--- src/rtl/mmio_uart_pkg.sv ---
`default_nettype none
// ============================================================================
//  Module      : mmio_uart_pkg
//  Description : Shared definitions for the memory-mapped UART transmitter.
//                Includes the FSM state encoding, the register offsets inside
//                the two-word window, and the STATUS bit positions.
//                Optional feature macro: UART_PARITY_EN (adds the PARITY state
//                and the parity capability bit).
//  Revision    : 1.0  initial release
// ============================================================================
package mmio_uart_pkg;

    // Transmitter FSM encoding. ST_PARITY is only entered when the parity
    // feature is compiled in.
    typedef enum logic [2:0] {
        ST_IDLE   = 3'd0,
        ST_START  = 3'd1,
        ST_DATA   = 3'd2,
        ST_PARITY = 3'd3,
        ST_STOP   = 3'd4
    } uart_state_e;

    // Register offsets relative to BASE_ADDR
    localparam logic [31:0] c_TXDATA_OFS = 32'h0000_0000;
    localparam logic [31:0] c_STATUS_OFS = 32'h0000_0004;

    // STATUS bit positions
    localparam int c_STAT_FULL       = 0;
    localparam int c_STAT_EMPTY      = 1;
    localparam int c_STAT_SHIFTING   = 2;
    localparam int c_STAT_OVF        = 3;
    localparam int c_STAT_COUNT_LSB  = 4;
    localparam int c_STAT_COUNT_W    = 4;
    localparam int c_STAT_PARITY_CAP = 8;

endpackage
`default_nettype wire

--- src/rtl/mmio_tx_fifo.sv ---
`default_nettype none
// ============================================================================
//  Module      : mmio_tx_fifo
//  Description : Small synchronous first-word-fall-through FIFO holding bytes
//                waiting to be serialised. dout always shows the oldest entry.
//                A push into a full FIFO is accepted only when a pop happens
//                in the same cycle; otherwise it is dropped.
//  Ports       : clk, reset (async, active-high), push, pop, din -> dout,
//                full, empty, count (0..2**FIFO_AW)
//  Revision    : 1.0  initial release
// ============================================================================
module mmio_tx_fifo
#(
    parameter int WIDTH   = 8,
    parameter int FIFO_AW = 2
) (
    input  logic               clk,
    input  logic               reset,
    input  logic               push,
    input  logic               pop,
    input  logic [WIDTH-1:0]   din,
    output logic [WIDTH-1:0]   dout,
    output logic               full,
    output logic               empty,
    output logic [FIFO_AW:0]   count
);
    import mmio_uart_pkg::*;

    localparam int                c_DEPTH    = 2**FIFO_AW;
    localparam logic [FIFO_AW:0]  c_FULL_CNT = {1'b1, {FIFO_AW{1'b0}}};

    logic [WIDTH-1:0]   r_mem [c_DEPTH];
    logic [FIFO_AW-1:0] r_wr_ptr;
    logic [FIFO_AW-1:0] r_rd_ptr;
    logic [FIFO_AW:0]   r_count;
    logic               w_do_push;
    logic               w_do_pop;

    assign full  = (r_count == c_FULL_CNT);
    assign empty = (r_count == '0);
    assign count = r_count;
    assign dout  = r_mem[r_rd_ptr];

    assign w_do_pop  = pop && !empty;
    // A pop in the same cycle frees the slot, so a push while full still lands.
    assign w_do_push = push && (!full || w_do_pop);

    always_ff @(posedge clk or posedge reset) begin
        if (reset) begin
            r_wr_ptr <= '0;
            r_rd_ptr <= '0;
            r_count  <= '0;
        end else begin
            if (w_do_push) r_wr_ptr <= r_wr_ptr + 1'b1;
            if (w_do_pop)  r_rd_ptr <= r_rd_ptr + 1'b1;
            case ({w_do_push, w_do_pop})
                2'b10:   r_count <= r_count + 1'b1;
                2'b01:   r_count <= r_count - 1'b1;
                default: r_count <= r_count;
            endcase
        end
    end

    // Storage carries no reset; only the pointers define validity.
    always_ff @(posedge clk) begin
        if (w_do_push) r_mem[r_wr_ptr] <= din;
    end

endmodule
`default_nettype wire

--- src/rtl/mmio_uart_tx.sv ---
`default_nettype none
// ============================================================================
//  Module      : mmio_uart_tx
//  Description : Memory-mapped UART transmitter. Byte stores to BASE+0 are
//                queued in a FIFO and sent as 8N1 frames on tx (8E1 when
//                UART_PARITY_EN is defined). BASE+4 is a combinational
//                STATUS register; writing bit3=1 clears the sticky overflow.
//  Ports       : clk, reset (async, active-high), memwrite, address,
//                write_data -> read_data (STATUS), hit (window decode),
//                tx (serial out, idles high), busy
//  Macro       : UART_PARITY_EN - inserts an even-parity bit before STOP
//  Revision    : 1.0  initial release
// ============================================================================
module mmio_uart_tx
#(
    parameter logic [31:0] BASE_ADDR    = 32'h0000_FF00,
    parameter int          CLKS_PER_BIT = 16,
    parameter int          FIFO_AW      = 2
) (
    input  logic        clk,
    input  logic        reset,
    input  logic        memwrite,
    input  logic [31:0] address,
    input  logic [31:0] write_data,
    output logic [31:0] read_data,
    output logic        hit,
    output logic        tx,
    output logic        busy
);
    import mmio_uart_pkg::*;

    localparam int                 c_CNT_W    = $clog2(CLKS_PER_BIT);
    localparam logic [c_CNT_W-1:0] c_CNT_LAST = c_CNT_W'(CLKS_PER_BIT - 1);

    // ---------------- bus decode ----------------
    logic        w_sel_data;
    logic        w_sel_status;
    logic        w_push_req;
    logic        w_ovf_set;
    logic        w_ovf_clr;
    logic [31:0] w_status;
    logic        w_unused;

    // ---------------- FIFO ----------------
    logic [7:0]         w_fifo_dout;
    logic               w_fifo_full;
    logic               w_fifo_empty;
    logic [FIFO_AW:0]   w_fifo_count;
    logic               w_pop;

    // ---------------- transmitter ----------------
    uart_state_e        r_state;
    logic [c_CNT_W-1:0] r_bit_cnt;
    logic [2:0]         r_bit_idx;
    logic [7:0]         r_shift;
    logic               r_tx;
    logic               r_ovf;
    logic               w_bit_end;
`ifdef UART_PARITY_EN
    logic               r_parity;
`endif

    assign w_sel_data   = (address == BASE_ADDR + c_TXDATA_OFS);
    assign w_sel_status = (address == BASE_ADDR + c_STATUS_OFS);
    assign hit          = w_sel_data || w_sel_status;
    assign w_push_req   = memwrite && w_sel_data;

    // Only the low byte (and bit3 on STATUS writes) carry meaning.
    assign w_unused = &{1'b0, write_data[31:8]};

    assign w_bit_end = (r_bit_cnt == c_CNT_LAST);
    // Pop when idle, or at the end of STOP so the next frame follows with no gap.
    assign w_pop = !w_fifo_empty &&
                   ((r_state == ST_IDLE) || ((r_state == ST_STOP) && w_bit_end));

    mmio_tx_fifo #(
        .WIDTH   (8),
        .FIFO_AW (FIFO_AW)
    ) u_fifo (
        .clk   (clk),
        .reset (reset),
        .push  (w_push_req),
        .pop   (w_pop),
        .din   (write_data[7:0]),
        .dout  (w_fifo_dout),
        .full  (w_fifo_full),
        .empty (w_fifo_empty),
        .count (w_fifo_count)
    );

    // Overflow: a push that the FIFO had to drop. Setting wins over clearing.
    assign w_ovf_set = w_push_req && w_fifo_full && !w_pop;
    assign w_ovf_clr = memwrite && w_sel_status && write_data[c_STAT_OVF];

    always_ff @(posedge clk or posedge reset) begin
        if (reset) begin
            r_ovf <= 1'b0;
        end else if (w_ovf_set) begin
            r_ovf <= 1'b1;
        end else if (w_ovf_clr) begin
            r_ovf <= 1'b0;
        end
    end

    always_ff @(posedge clk or posedge reset) begin
        if (reset) begin
            r_state   <= ST_IDLE;
            r_bit_cnt <= '0;
            r_bit_idx <= '0;
            r_shift   <= '0;
            r_tx      <= 1'b1;
`ifdef UART_PARITY_EN
            r_parity  <= 1'b0;
`endif
        end else begin
            case (r_state)
                ST_IDLE: begin
                    r_bit_cnt <= '0;
                    if (w_pop) begin
                        r_shift  <= w_fifo_dout;
                        r_tx     <= 1'b0;
                        r_state  <= ST_START;
`ifdef UART_PARITY_EN
                        r_parity <= ^w_fifo_dout;
`endif
                    end
                end
                ST_START: begin
                    if (w_bit_end) begin
                        r_bit_cnt <= '0;
                        r_bit_idx <= '0;
                        r_tx      <= r_shift[0];
                        r_shift   <= {1'b0, r_shift[7:1]};
                        r_state   <= ST_DATA;
                    end else begin
                        r_bit_cnt <= r_bit_cnt + 1'b1;
                    end
                end
                ST_DATA: begin
                    if (w_bit_end) begin
                        r_bit_cnt <= '0;
                        if (r_bit_idx == 3'd7) begin
`ifdef UART_PARITY_EN
                            r_tx    <= r_parity;
                            r_state <= ST_PARITY;
`else
                            r_tx    <= 1'b1;
                            r_state <= ST_STOP;
`endif
                        end else begin
                            r_tx      <= r_shift[0];
                            r_shift   <= {1'b0, r_shift[7:1]};
                            r_bit_idx <= r_bit_idx + 3'd1;
                        end
                    end else begin
                        r_bit_cnt <= r_bit_cnt + 1'b1;
                    end
                end
`ifdef UART_PARITY_EN
                ST_PARITY: begin
                    if (w_bit_end) begin
                        r_bit_cnt <= '0;
                        r_tx      <= 1'b1;
                        r_state   <= ST_STOP;
                    end else begin
                        r_bit_cnt <= r_bit_cnt + 1'b1;
                    end
                end
`endif
                ST_STOP: begin
                    if (w_bit_end) begin
                        r_bit_cnt <= '0;
                        if (w_pop) begin
                            r_shift  <= w_fifo_dout;
                            r_tx     <= 1'b0;
                            r_state  <= ST_START;
`ifdef UART_PARITY_EN
                            r_parity <= ^w_fifo_dout;
`endif
                        end else begin
                            r_state <= ST_IDLE;
                        end
                    end else begin
                        r_bit_cnt <= r_bit_cnt + 1'b1;
                    end
                end
                default: begin
                    r_state   <= ST_IDLE;
                    r_bit_cnt <= '0;
                    r_tx      <= 1'b1;
                end
            endcase
        end
    end

    always_comb begin
        w_status                                         = '0;
        w_status[c_STAT_FULL]                            = w_fifo_full;
        w_status[c_STAT_EMPTY]                           = w_fifo_empty;
        w_status[c_STAT_SHIFTING]                        = (r_state != ST_IDLE);
        w_status[c_STAT_OVF]                             = r_ovf;
        w_status[c_STAT_COUNT_LSB +: c_STAT_COUNT_W]     = c_STAT_COUNT_W'(w_fifo_count);
`ifdef UART_PARITY_EN
        w_status[c_STAT_PARITY_CAP]                      = 1'b1;
`endif
    end

    assign read_data = w_sel_status ? w_status : 32'h0;
    assign tx        = r_tx;
    assign busy      = (r_state != ST_IDLE) || !w_fifo_empty;

endmodule
`default_nettype wire

--- config.mk ---
export PLATFORM = sky130hd
export DESIGN_NAME = mmio_uart_tx
export DESIGN_NICKNAME = d
export VERILOG_FILES = /design/src/rtl/mmio_uart_pkg.sv /design/src/rtl/mmio_tx_fifo.sv /design/src/rtl/mmio_uart_tx.sv
export SDC_FILE = /design/constraint.sdc
export NUM_CORES = 1
export LEC_CHECK = 0
export CELL_PAD_IN_SITES_DETAIL_PLACEMENT = 1
export CELL_PAD_IN_SITES_GLOBAL_PLACEMENT = 1
export CORE_MARGIN = 5
export CORE_UTILIZATION = 39
export CTS_CLUSTER_SIZE = 8
export DETAILED_ROUTE_END_ITERATION = 7
export MAX_ROUTING_LAYER = met4
export PLACE_DENSITY = 0.9
export SYNTH_ARGS = -nofsm -noshare
export SYNTH_HDL_FRONTEND = slang
export SYNTH_SLANG_ARGS = --single-unit
--- constraint.sdc ---
create_clock -name clk -period 4.2 [get_ports clk]
set_clock_uncertainty 0.1 [all_clocks]
set_input_delay 0.42 -clock clk [delete_from_list [all_inputs] [get_ports clk]]
set_output_delay 0.42 -clock clk [all_outputs]
set_load 0.02 [all_outputs]
Word level (Yosys, flattened, before mapping)
Memory sizes are Yosys's and may differ from the RTL's.
Index checks and enable logic that the tools add are counted.
Widths: inputs -> output; s select.

storage, ports and cells
  RAM bits = 32
  memories = 1
  flip-flop bits (word level) = 27
  output and inout port bits = 35

operators by class
  reductions and logical operators = 28
  mux-type cells = 31
  add/sub/neg operators = 6
  equal/unequal tests = 16

memory list
  memory        words  width  rd ports  clocked after memory_dff  wr ports  line                source
  u_fifo.r_mem  4      8      1         0                         1         mmio_tx_fifo.sv:32  logic [WIDTH-1:0] r_mem [c_DEPTH];

operator list
  operator              number
  $eq 32x16->1 const B  2
  $mux 8                5
  $pmux 8 s4            1
  $mux 3                8
  $pmux 3 s2            2
  $pmux 3 s4            1
  $mux 1                10
  $ne 2x2->1 const B    5
  $reduce_and 5->1      2
  $eq 3x3->1 const B    3
  $logic_and 1x1->1     9
  $mux 4                2
  $mux 7                1
  $add 3x1->3 const B   2
  $logic_not 3->1       2
  $reduce_bool 2->1     3
  $add 2x1->2 const B   2
  $add 4x1->4 const B   1
  $eq 4x4->1 const B    1
  $logic_or 1x1->1      4
  $pmux 1 s4            1
  $reduce_and 4->1      1
  $reduce_bool 4->1     1
  $eq 3x1->1 const B    1
  9 further kinds       11

Depth between registers and ports, before layout
Gate-level depths: netlist of the first run.

  word-level depth = 9
  gate-level depth with buffers = 11
  depth with buffers taken out = 11

By module
A second synthesis of the first run with hierarchy kept.

second synthesis, totals
  cell total of the unflattened synthesis = 231
  area, all modules = 3144.3 um2

by module, submodules not included
  module        area an instance (um2)  instances  cells each  seq. area each (um2)
  mmio_tx_fifo  1591.5                  1          81          1136.1
  mmio_uart_tx  1552.7                  1          150         501.7

Worst setup path after synthesis of the first run
No wires, ideal clock.

  kind = input port to flip-flop
  from = input address[1]
  to = register u_fifo.r_count[2], in the netlist u_fifo.count[2]
  cell stages on the path = 10
  path buffers = 0
  data arrival time = 2.441 ns
  slack = 1.532 ns
  cells stage by stage = or4b_4 nor4_4 nand3_1 or2_1 ha_1 inv_1 fa_1 xor2_1 nor2_1 xor2_1

on the way
  longest elaborated chain between the ends = 5
  elaborated cells between the ends (all ways) = 7
  those cells by class = 3 x eq/ne; 1 x mux; 3 x reduce/logical

ends and longest elaborated chain
  element                                                 line                source
  from (decl)                                             mmio_uart_tx.sv:23  input logic [31:0] address,
  $eq 32x16->1 *                                          mmio_uart_tx.sv:63  assign w_sel_data = (address == BASE_ADDR + c_TXDATA_OFS);
  $logic_and 1x1->1 *                                     mmio_uart_tx.sv:66  assign w_push_req = memwrite && w_sel_data;
  $logic_and 1x1->1 *                                     mmio_tx_fifo.sv:46  assign w_do_push = push && (!full || w_do_pop);
  $eq 2x1->1 / $eq 2x2->1 (equally long branches)         mmio_tx_fifo.sv:56  case ({w_do_push, w_do_pop})
  $pmux 3 s2 / $reduce_bool 2->1 (equally long branches)  n/a
  to (signal assigned)                                    mmio_tx_fifo.sv:57  2'b10: r_count <= r_count + 1'b1;
  to (signal assigned)                                    mmio_tx_fifo.sv:58  2'b01: r_count <= r_count - 1'b1;
  to (signal assigned)                                    mmio_tx_fifo.sv:59  default: r_count <= r_count;
  to (decl)                                               mmio_tx_fifo.sv:35  logic [FIFO_AW:0] r_count;

Every way passes the cells marked *; elsewhere a longest branch is shown, timed or not.
A chain may end at the register's enable or synchronous reset.

Final worst setup path of the first run
  from = input address[0]
  to = output read_data[0]

on the way
  longest elaborated chain between the ends = 2

ends and longest elaborated chain
  element       line                 source
  $eq 32x16->1  mmio_uart_tx.sv:64   assign w_sel_status = (address == BASE_ADDR + c_STATUS_OFS);
  $mux 7        mmio_uart_tx.sv:208  assign read_data = w_sel_status ? w_status : 32'h0;
  to (decl)     mmio_uart_tx.sv:25   output logic [31:0] read_data,

No other way between the ends.

==> results.md, run 1 <==
- The via count normalized by instance count is ~5.
- TritonCTS built the clock tree.
- The growth of design area from synthesis to finish is 24.54%.
- The initial DRC count is ~110.
- Headroom to the max-slew limit came out at about 30%.
- Cells fill 49.49% of the core in the end.
- The power density relative to cell area is between 400 and 500 nW/um^2.
- The worst-case IR drop observed on VDD is 0.2490 mV.
- During placement, the flow inserted port buffers numbering 52.
- The die is 98.28 um tall.
- The cell type contributing the most total cell area after synthesis is sky130_fd_sc_hd__edfxtp_1.
- The count of endpoints failing hold in the final timing report is 0.
- Setup repair after global routing left no endpoint under its margin.
- The static leakage is 1.509 nW.
- The number of global-route vias before repair is between 2k and 2.5k.
- Detailed routing placed a total of 286 um of wire on met3.
- After detailed routing, the average wire length per cell comes to about 17 um.
- STA classifies the critical path startpoint as a primary input.
- Pin placement for this block handled 102 I/O pins.
- By area the synthesized netlist is led by sky130_fd_sc_hd__edfxtp_1 32%, sky130_fd_sc_hd__dfrtp_1 21%, sky130_fd_sc_hd__buf_4 6.2%.
- After routing, the total negative slack on setup checks comes to 0 ns.
- The initial cell density of the core is 39.74%.
- The post-detailed-placement cell area is 3591 um^2.
- The total of hold buffers inserted after clock tree synthesis is 0.
- The pre-antenna-repair detailed-routing pass consisted of 4 iterations.
- The worst hold-check slack is 0.3947 ns.
- Routability-driven placement finished with a final weighted congestion of 0.7708.
- The uppermost signal routing layer after detailed routing is met4.
- The number of warning messages in the yosys log is 0.
- The number of DRC violations after detailed routing is 0.
- The cell type with the highest occurrence count on the critical path is sky130_fd_sc_hd__clkdlybuf4s50_1.
- The area share of the largest cell type after synthesis is a little under a third.
- The floorplan die area is 9658 um^2.
- The met1 wire length is 2729 um.
- The later-pin clock latency in the skew report is approximately 0.34 ns.
- In this run the horizontal extent of the chip is 98.28 um.
- At the worst endpoint, the arrival time is 2.95 ns.
- Across every metal layer, demand over resource in global routing totals ~15%.
- Sequential cells were found to cover 53.89% of the synthesized design area.
- The core area is 7647 um^2.
- The capturing element type of the critical path is a primary output.
- The initial antenna violation count is 0.
- The number of synthesized flops with an enable pin is 32.
- The post-CTS setup repair buffer count is 0.
- The floorplan has 32 rows.
- The pin count of the biggest net entering global routing is 28.
- The final critical path takes up approximately 83% of the cycle.
- After legalization and detailed placement, the total HPWL measured 5119 um.
- The predominant post-synthesis flop cell is sky130_fd_sc_hd__edfxtp_1.
- Averaged over all synthesized cells, the footprint is 12.99 um^2.
- The data required time at the worst endpoint is roughly 3.7 ns.
- Summed over all layers, the global routing overflow is 0.
- Synthesis inferred 59 register bits.
- At the pin with the least slew margin, the transition time is 1.059 ns.
- The clock period minus final worst setup slack is 3.467 ns.
- Summing every instance area after synthesis gives between 3000 and 4000 um^2.
- The total count of max-transition violations in the final report is 0.
- The root buffer cell chosen for the clock tree is sky130_fd_sc_hd__clkbuf_8.
- After clock tree synthesis, the clock-pin slew on the worst setup and hold paths is 0.07 ns.
- 0 antenna diodes ended up in the layout.
- In this run, post-CTS repair resized a total of 0 instances.
- Counting along the longest clock path gives a buffer depth of 2.
- The critical path in this run is classified as in2out.
- After synthesis, the share of flip-flops with an asynchronous set or reset is 45.76%.
- Setup violations remaining at the end of the flow were counted as 0.
- For this run, the post-layout net count is 369.
- The global-route wire length before repair is 10,970 um.
- The standard cell with the maximum stage delay on the critical path is sky130_fd_sc_hd__clkdlybuf4s50_1.
- The run finished with clean final reports.
- The number of CTS-inserted buffers is 9.
- Detailed routing placed a total of 3605 um of wire on met2.
- Along the worst path, the maximum fanout reaches 5.
- The signal on the critical path passes through clkdlybuf4s50_1 > or4b_4 > nor4_4 > nand3_2 > nor4b_2 > clkdlybuf4s50_1.
- Timing would allow up to 0.2884 GHz.
- The number of nets still failing antenna checks after routing is 0.
- The clock tree synthesis step divided the H-tree into 3 levels.
- The max-cap violation count is 0.
- The critical path's largest stage delay is 0.65 ns.
- The min-delay analysis places its worst path in the category reg2reg.
- The clock net in this run drives a total of 59 sinks.
- The count of distinct cell types in the synthesized netlist is 51.
- The share of final-layout standard cells stronger than drive strength 1 is 13.42%.
- The total non-filler cell area in the finished layout is between 3000 and 4000 um^2.
- The cell count after synthesis is ~230.
- The total wirelength of the detailed-routed design is 6749 um.
- The number of vias after detailed routing is 2,001.
[final timing paths]
path                                      end    startpoint  cells after the start  slack, ns
max in group asynchronous  u_fifo.r_wr_ptr[1]         reset                      2       2.80
max reg2reg                   u_fifo.count[2]  r_bit_cnt[0]                      9       1.27
min in group asynchronous          r_shift[3]         reset                      2       0.55
max                              read_data[0]    address[0]                      6       0.73
min reg2reg                        r_shift[1]    r_shift[1]                      1       0.39
min                                r_shift[1]    r_shift[1]                      1       0.39
[registers in the layout (all words and copies together) (netlist names)]
| name | cells |
|---|---|
| u_fifo.r_mem | 32 |
| r_shift | 8 |
| r_bit_cnt | 4 |
| r_bit_idx | 3 |
| r_state | 3 |
| u_fifo.count | 3 |
| u_fifo.r_rd_ptr | 2 |
| u_fifo.r_wr_ptr | 2 |
| r_ovf | 1 |
| tx | 1 |
[placed cells by master, fill, tap and decap left out, types with 7 or more instances in the layout]
cell type	instances
sky130_fd_sc_hd__clkdlybuf4s50_1	52
sky130_fd_sc_hd__edfxtp_1	32
sky130_fd_sc_hd__dfrtp_1	26
sky130_fd_sc_hd__conb_1	25
sky130_fd_sc_hd__inv_1	13
sky130_fd_sc_hd__nor2_1	12
sky130_fd_sc_hd__mux2_1	10
sky130_fd_sc_hd__nor3_1	9
sky130_fd_sc_hd__clkbuf_8	9
sky130_fd_sc_hd__mux4_2	8
sky130_fd_sc_hd__ha_1	8
sky130_fd_sc_hd__mux2_2	7
sky130_fd_sc_hd__nand2_1	7
[routing by layer]
metal | up-vias | track usage [%]
met5 | - | -
met4 | 0 | 5.777
met3 | 10 | 2.929
met2 | 64 | 25.86
met1 | 996 | 17.08
li1 | 931 | -
[where the power goes]
part           internal (mW)  switching (mW)
logic                  0.239           0.201
registers              0.682          0.0861
clock network          0.274           0.231
total                   1.20           0.518
[final cells by class]
cell class | count | area (um^2)
inverters | 13 | 48.80
clock buffers | 10 | 127.6
clock inverters | 6 | 66.31
flip-flops and latches | 59 | 1638
well taps | 102 | 127.6
multi-input cells | 154 | 1226
repair buffers | 56 | 550.5
fillers | 791 | 3862
[Yosys cell counts, types with 2 or more instances]
library cell / instances
sky130_fd_sc_hd__xnor2_1: 5
sky130_fd_sc_hd__inv_1: 13
sky130_fd_sc_hd__a21oi_1: 6
sky130_fd_sc_hd__o21ai_0: 2
sky130_fd_sc_hd__nand2_1: 7
sky130_fd_sc_hd__o2bb2ai_1: 2
sky130_fd_sc_hd__buf_2: 2
sky130_fd_sc_hd__nor2b_1: 3
sky130_fd_sc_hd__and4_1: 2
sky130_fd_sc_hd__mux2_1: 10
sky130_fd_sc_hd__and2_1: 2
sky130_fd_sc_hd__mux4_2: 8
sky130_fd_sc_hd__nand4b_1: 2
sky130_fd_sc_hd__nor3_1: 9
sky130_fd_sc_hd__clkbuf_1: 5
sky130_fd_sc_hd__ha_1: 8
sky130_fd_sc_hd__or3_1: 2
sky130_fd_sc_hd__buf_4: 25
sky130_fd_sc_hd__xor2_1: 4
sky130_fd_sc_hd__and3_1: 6
sky130_fd_sc_hd__mux2_2: 7
sky130_fd_sc_hd__o21ai_1: 2
sky130_fd_sc_hd__or2_1: 2
sky130_fd_sc_hd__nand3_1: 2
sky130_fd_sc_hd__edfxtp_1: 32
sky130_fd_sc_hd__nor4_1: 5
sky130_fd_sc_hd__dfrtp_1: 26
sky130_fd_sc_hd__nor2_1: 12
[cells by family (layout without fill, tap and decap cells)]
logic type                 count (synthesis)  count (layout)  share of synthesized area, %
adders and majority gates                  9               9                         3.952
AOI/OAI and AO/OA                         24              24                         6.012
other                                      1              25                        0.1234
xor gates and xnor gates                   9               9                         2.593
and+or+nand+nor                           61              61                         12.15
DFF                                       59              59                         53.89
muxes                                     26              26                         12.56
buffers and inverters                     45              85                         8.728
[critical path: cells and delay by family]
family	cells	cell delay [ns]
buf+inv	2	1.07
simple gates	4	1.46
[metrics by stage]
stage / std cells / power, mW / setup slack (ns)
finish: 400 / 1.713 / 0.7326
CTS: 400 / 1.729 / 0.7031
floorplan: 258 / 1.108 / 1.532
global route: 400 / 1.818 / 0.6522
detailed placement: 384 / 1.219 / 0.7644
global placement: 384 / 1.200 / 0.8309
Note: power is estimated with default switching activity, not from simulation.
==> run 2: changes to the inputs <==
Settings changed: CORE_UTILIZATION 39 to 32, PLACE_DENSITY 0.9 to 0.8.
Clock period 4.2 ns to 3.11 ns, I/O delays scaled along.
==> run 2 against run 1 <==
Compared with the run above:
- flip-flop and latch count is the same
- design area grew 2.7%
- via count up 1.5%
- sequential power rose by 34%
- global-route usage decreased by 2.1 points
- clock-buffer cell count is 1 lower
- clock power is 45% higher
- register-to-register slack lost 0.90 ns
- sequential share of layout area down 1.1 points
==> results.md, run 2 (synthesis gave the netlist of run 1 again) <==
- The run finished with clean final reports.
- The global-route wire length before repair is 11,290 um (+2.9%).
- The proportion of power drawn by the clock network is 30.7% (+1.2 points).
- The worst slew slack as a fraction of its limit is 54.56% (+25 points).
- The commonest non-fill, non-tap cell in the layout is sky130_fd_sc_hd__clkdlybuf4s50_1.
- The count of endpoints failing setup in the final report is 0 (unchanged).
- The clock transition at the registers of the reported paths is 0.08 ns (about the same).
- The overall power of the completed layout is 2.388 mW (+39%).
- The slew at the pin closest to its max-slew limit is 0.6791 ns (-0.3802 ns).
- The vertical die dimension came to 107.5 um (+9.3%).
- The initial DRC count is 83 (-22%).
- The depth of the worst register-to-register path is 11 (+2).
- The number of placed cells counting well taps is 418 (+8.9%).
- The via count normalized by instance count came to 4.682 (-6.4%).
- The tightest min-delay check is of the in2async type.
- The clock tree from TritonCTS is yes.
- The setup TNS was 0 ns (unchanged).
- The count of H-tree levels built during CTS is 3 (unchanged).
- The count of endpoints failing hold in the final timing report is 0 (unchanged).
- The filler cell count in the final layout is 1,001 (+27%).
- The weighted congestion reported at the end of routability-driven placement is 0.7122 (-7.6%).
- The number of nets in the layout is 376 (+1.9%).
- The logic gate share of total power was 26.2% (+0.5 points).
- The antenna diode instance count is 0 (unchanged).
- The switching fraction of total power was 31.15% (+0.93 points).
- The max-cap violation count is 0 (unchanged).
- The combined global-route utilization of all metal layers came to 12.88% (-2.1 points).
- Subtracting the final worst setup slack from the clock period gives 2.991 ns.
- The design internal power is 1.644 mW (+38%).
- The worst setup path is of the in2out kind.
- The pin count of the biggest net entering global routing is 28 (unchanged).
- The largest registers in the layout are u_fifo.r_mem: 32 flops, r_shift: 8 flops, r_bit_cnt: 4 flops.
- The largest driver fanout on the critical path is 4 (-1).
- The number of input and output port buffers inserted is 52 (unchanged).
- The data arrival time of the critical path came to 2.58 ns (-0.37 ns).
- The static leakage came to 1.562 nW (+3.5%).
- The count of boundary I/O pins is 102 (unchanged).
- The detail-routed net length per standard cell is 15.38 um (-8.9%).
- STA classifies the critical path endpoint as a primary output.
- The initial cell density of the core came to 32.89% (-6.9 points).
- The cell type group with the largest total delay on the critical path is simple AND/OR/NAND/NOR gates.
- The met1 capacity usage during global routing was 14.46% (-2.6 points).
- The number of CTS-inserted buffers is 9 (unchanged).
- The later-pin clock latency in the skew report came to 0.35 ns (about the same).
- Traced cell by cell, the critical path runs through clkdlybuf4s50_1 > or4b_4 > nor4_4 > and2_4 > and3_1 > clkdlybuf4s50_1.
- The instance count on the critical path is 6 (unchanged).
- The row count is 35 (+9.4%).
- The flip-flop count of the largest register, all copies and words added is 32 (unchanged).
- Counting flops per register, the top entry is u_fifo.r_mem.
- The number of nets still failing antenna checks after routing is 0 (unchanged).
- The launch instance of the worst register-to-register path is r_bit_cnt[0].
- The iteration count of the initial detailed-routing pass is 4 (unchanged).
- Relative to the synthesized area, the layout overhead comes to 27.87%.
- The initial antenna violation count came to 0 (unchanged).
- The critical path's largest stage delay is 0.61 ns (-0.04 ns).
- The met2 track demand over resource in global routing is 22.79% (-3.1 points).
- The sequential fraction of design power is 43.1% (-1.7 points).
- The total count of max-transition violations in the final report is 0 (unchanged).
- By instance count, the cell type seen most on the critical path is sky130_fd_sc_hd__clkdlybuf4s50_1.
- The share of final-layout standard cells stronger than drive strength 1 is 16.39% (+3.0 points).
- The type of element launching the critical path is a primary input.
- The total wirelength of the detailed-routed design is 6673 um (-1.1%).
- The number of global-route vias before repair is 2,306 (+2.9%).
- The critical path starts at address[1].
- The core area was 9240 um^2 (+21%).
- The die width is 107.5 um (+9.3%).
- The number of sinks driven by the clock tree is 59 (unchanged).
- The root buffer cell chosen for the clock tree is sky130_fd_sc_hd__clkbuf_8.
- The post-CTS setup repair buffer count was 0 (unchanged).
- The most crowded layer after global routing is met2.
- The met3 track utilization from global routing is 2.939% (+0.011 points).
- Among all stages on the critical path, the largest delay is contributed by sky130_fd_sc_hd__clkdlybuf4s50_1.
- The worst hold-check slack was 0.2403 ns (-0.1544 ns).
- The data required time at the worst endpoint is 2.70 ns (-0.98 ns).
- The number of vias after detailed routing is 2,032 (+1.5%).
- The count of placed standard cells in the final layout, fillers left out is 434 (+8.5%).
- Timing would allow up to between 0.3 and 0.4 GHz.
- The final global-route overflow total was 0 (unchanged).
- The total of hold buffers inserted after clock tree synthesis was 0 (unchanged).
- The top cell types in the final layout, fill and taps aside, are 51 x sky130_fd_sc_hd__clkdlybuf4s50_1, 32 x sky130_fd_sc_hd__edfxtp_1, 26 x sky130_fd_sc_hd__dfrtp_1.
- The post-cts resize count is 1 (+1).
- The number of DRC violations after detailed routing came to 0 (unchanged).
- Setup repair after global routing left no endpoint under its margin.
- The net switching power is 743.9 uW (+44%).
- The power density relative to cell area is 614.4 nW/um^2 (+36%).
- The worst path buffer plus inverter count is 2 (unchanged).
- The detailed-placement wirelength estimate is 5102 um (-0.33%).
- The floorplan die area came to 11,550 um^2 (+20%).
- The post-route clock period utilization is 96.18%.
- The number of buffers between clock root and the deepest sink is 2 (unchanged).
- The maximum vdd drop is 0.4256 mV (+71%).
-- run 2: changes by cell type in the layout (fill, tap and decap cells not counted) --
cell / before / now
sky130_fd_sc_hd__and2_1: 2 / 1
sky130_fd_sc_hd__clkinv_4: 2 / 1
sky130_fd_sc_hd__and2_4: 0 / 1
sky130_fd_sc_hd__inv_8: 0 / 1
sky130_fd_sc_hd__clkdlybuf4s50_1: 52 / 51
sky130_fd_sc_hd__clkinvlp_4: 2 / 1
sky130_fd_sc_hd__inv_6: 0 / 3
sky130_fd_sc_hd__clkbuf_1: 1 / 0
sky130_fd_sc_hd__clkinv_1: 1 / 0
sky130_fd_sc_hd__buf_4: 4 / 11
sky130_fd_sc_hd__dlygate4sd2_1: 0 / 1
-- run 2: worst reg2reg max path: stages, from the launching register on --
cell	delay [ns]
sky130_fd_sc_hd__dfrtp_1	0.41
sky130_fd_sc_hd__ha_1	0.26
sky130_fd_sc_hd__nand3_1	0.16
sky130_fd_sc_hd__and4_1	0.24
sky130_fd_sc_hd__or3_1	0.39
sky130_fd_sc_hd__or2_1	0.24
sky130_fd_sc_hd__ha_1	0.20
sky130_fd_sc_hd__inv_1	0.07
sky130_fd_sc_hd__fa_1	0.18
sky130_fd_sc_hd__xor2_1	0.16
sky130_fd_sc_hd__nor2_1	0.07
sky130_fd_sc_hd__xor2_1	0.14
-- run 2: power by group through the flow --
stage	Sequential (mW)	Combinational, mW	Clock (mW)
floorplan	0.988	0.509	0
global placement	1.04	0.600	0
detailed placement	1.05	0.629	0
CTS	1.03	0.635	0.759
global route	1.05	0.695	0.798
finish	1.03	0.625	0.734
-- run 2: final cells by class --
| type | instances | area (um^2) | area share, % |
|---|---|---|---|
| sequential | 59 | 1638 | 42.14 |
| clock inverter | 7 | 83.83 | 2.157 |
| multi-input combinational | 154 | 1229 | 31.62 |
| timing repair buffer | 63 | 601.8 | 15.49 |
| clock buffer | 9 | 123.9 | 3.187 |
| inverter | 13 | 48.80 | 1.256 |
| tap | 129 | 161.4 | 4.153 |
-- run 2: final timing paths --
check / endpoint / slack (ns)
max: read_data[1] / 0.12
min: r_shift[6] / 0.24
max reg2reg: u_fifo.count[2] / 0.37
min reg2reg: r_shift[6] / 0.40
max in group asynchronous: tx / 2.36
min in group clk: r_shift[6] / 0.40
-- run 2: per-stage QoR --
step                cell area (um^2)  utilization, %  setup slack [ns]
floorplan                       3129               -            0.5510
global placement                3677           39.80           0.03344
detailed placement              3677           39.80          -0.02194
CTS                             3884           42.03           0.07090
global route                    3886           42.06           0.02488
finish                          3886           42.06            0.1186
-- run 2: routing by layer --
layer	wire (um)	share of wire, %
met5	0	0
met4	36	0.54
met3	340	5.1
met2	3681	55
met1	2615	39
==> run 3: changes to the inputs <==
Settings changed: CTS_CLUSTER_SIZE 8 to 28.
==> results of run 3 <==
No change in the layout: final DEF, timing and power equal those of run 2.
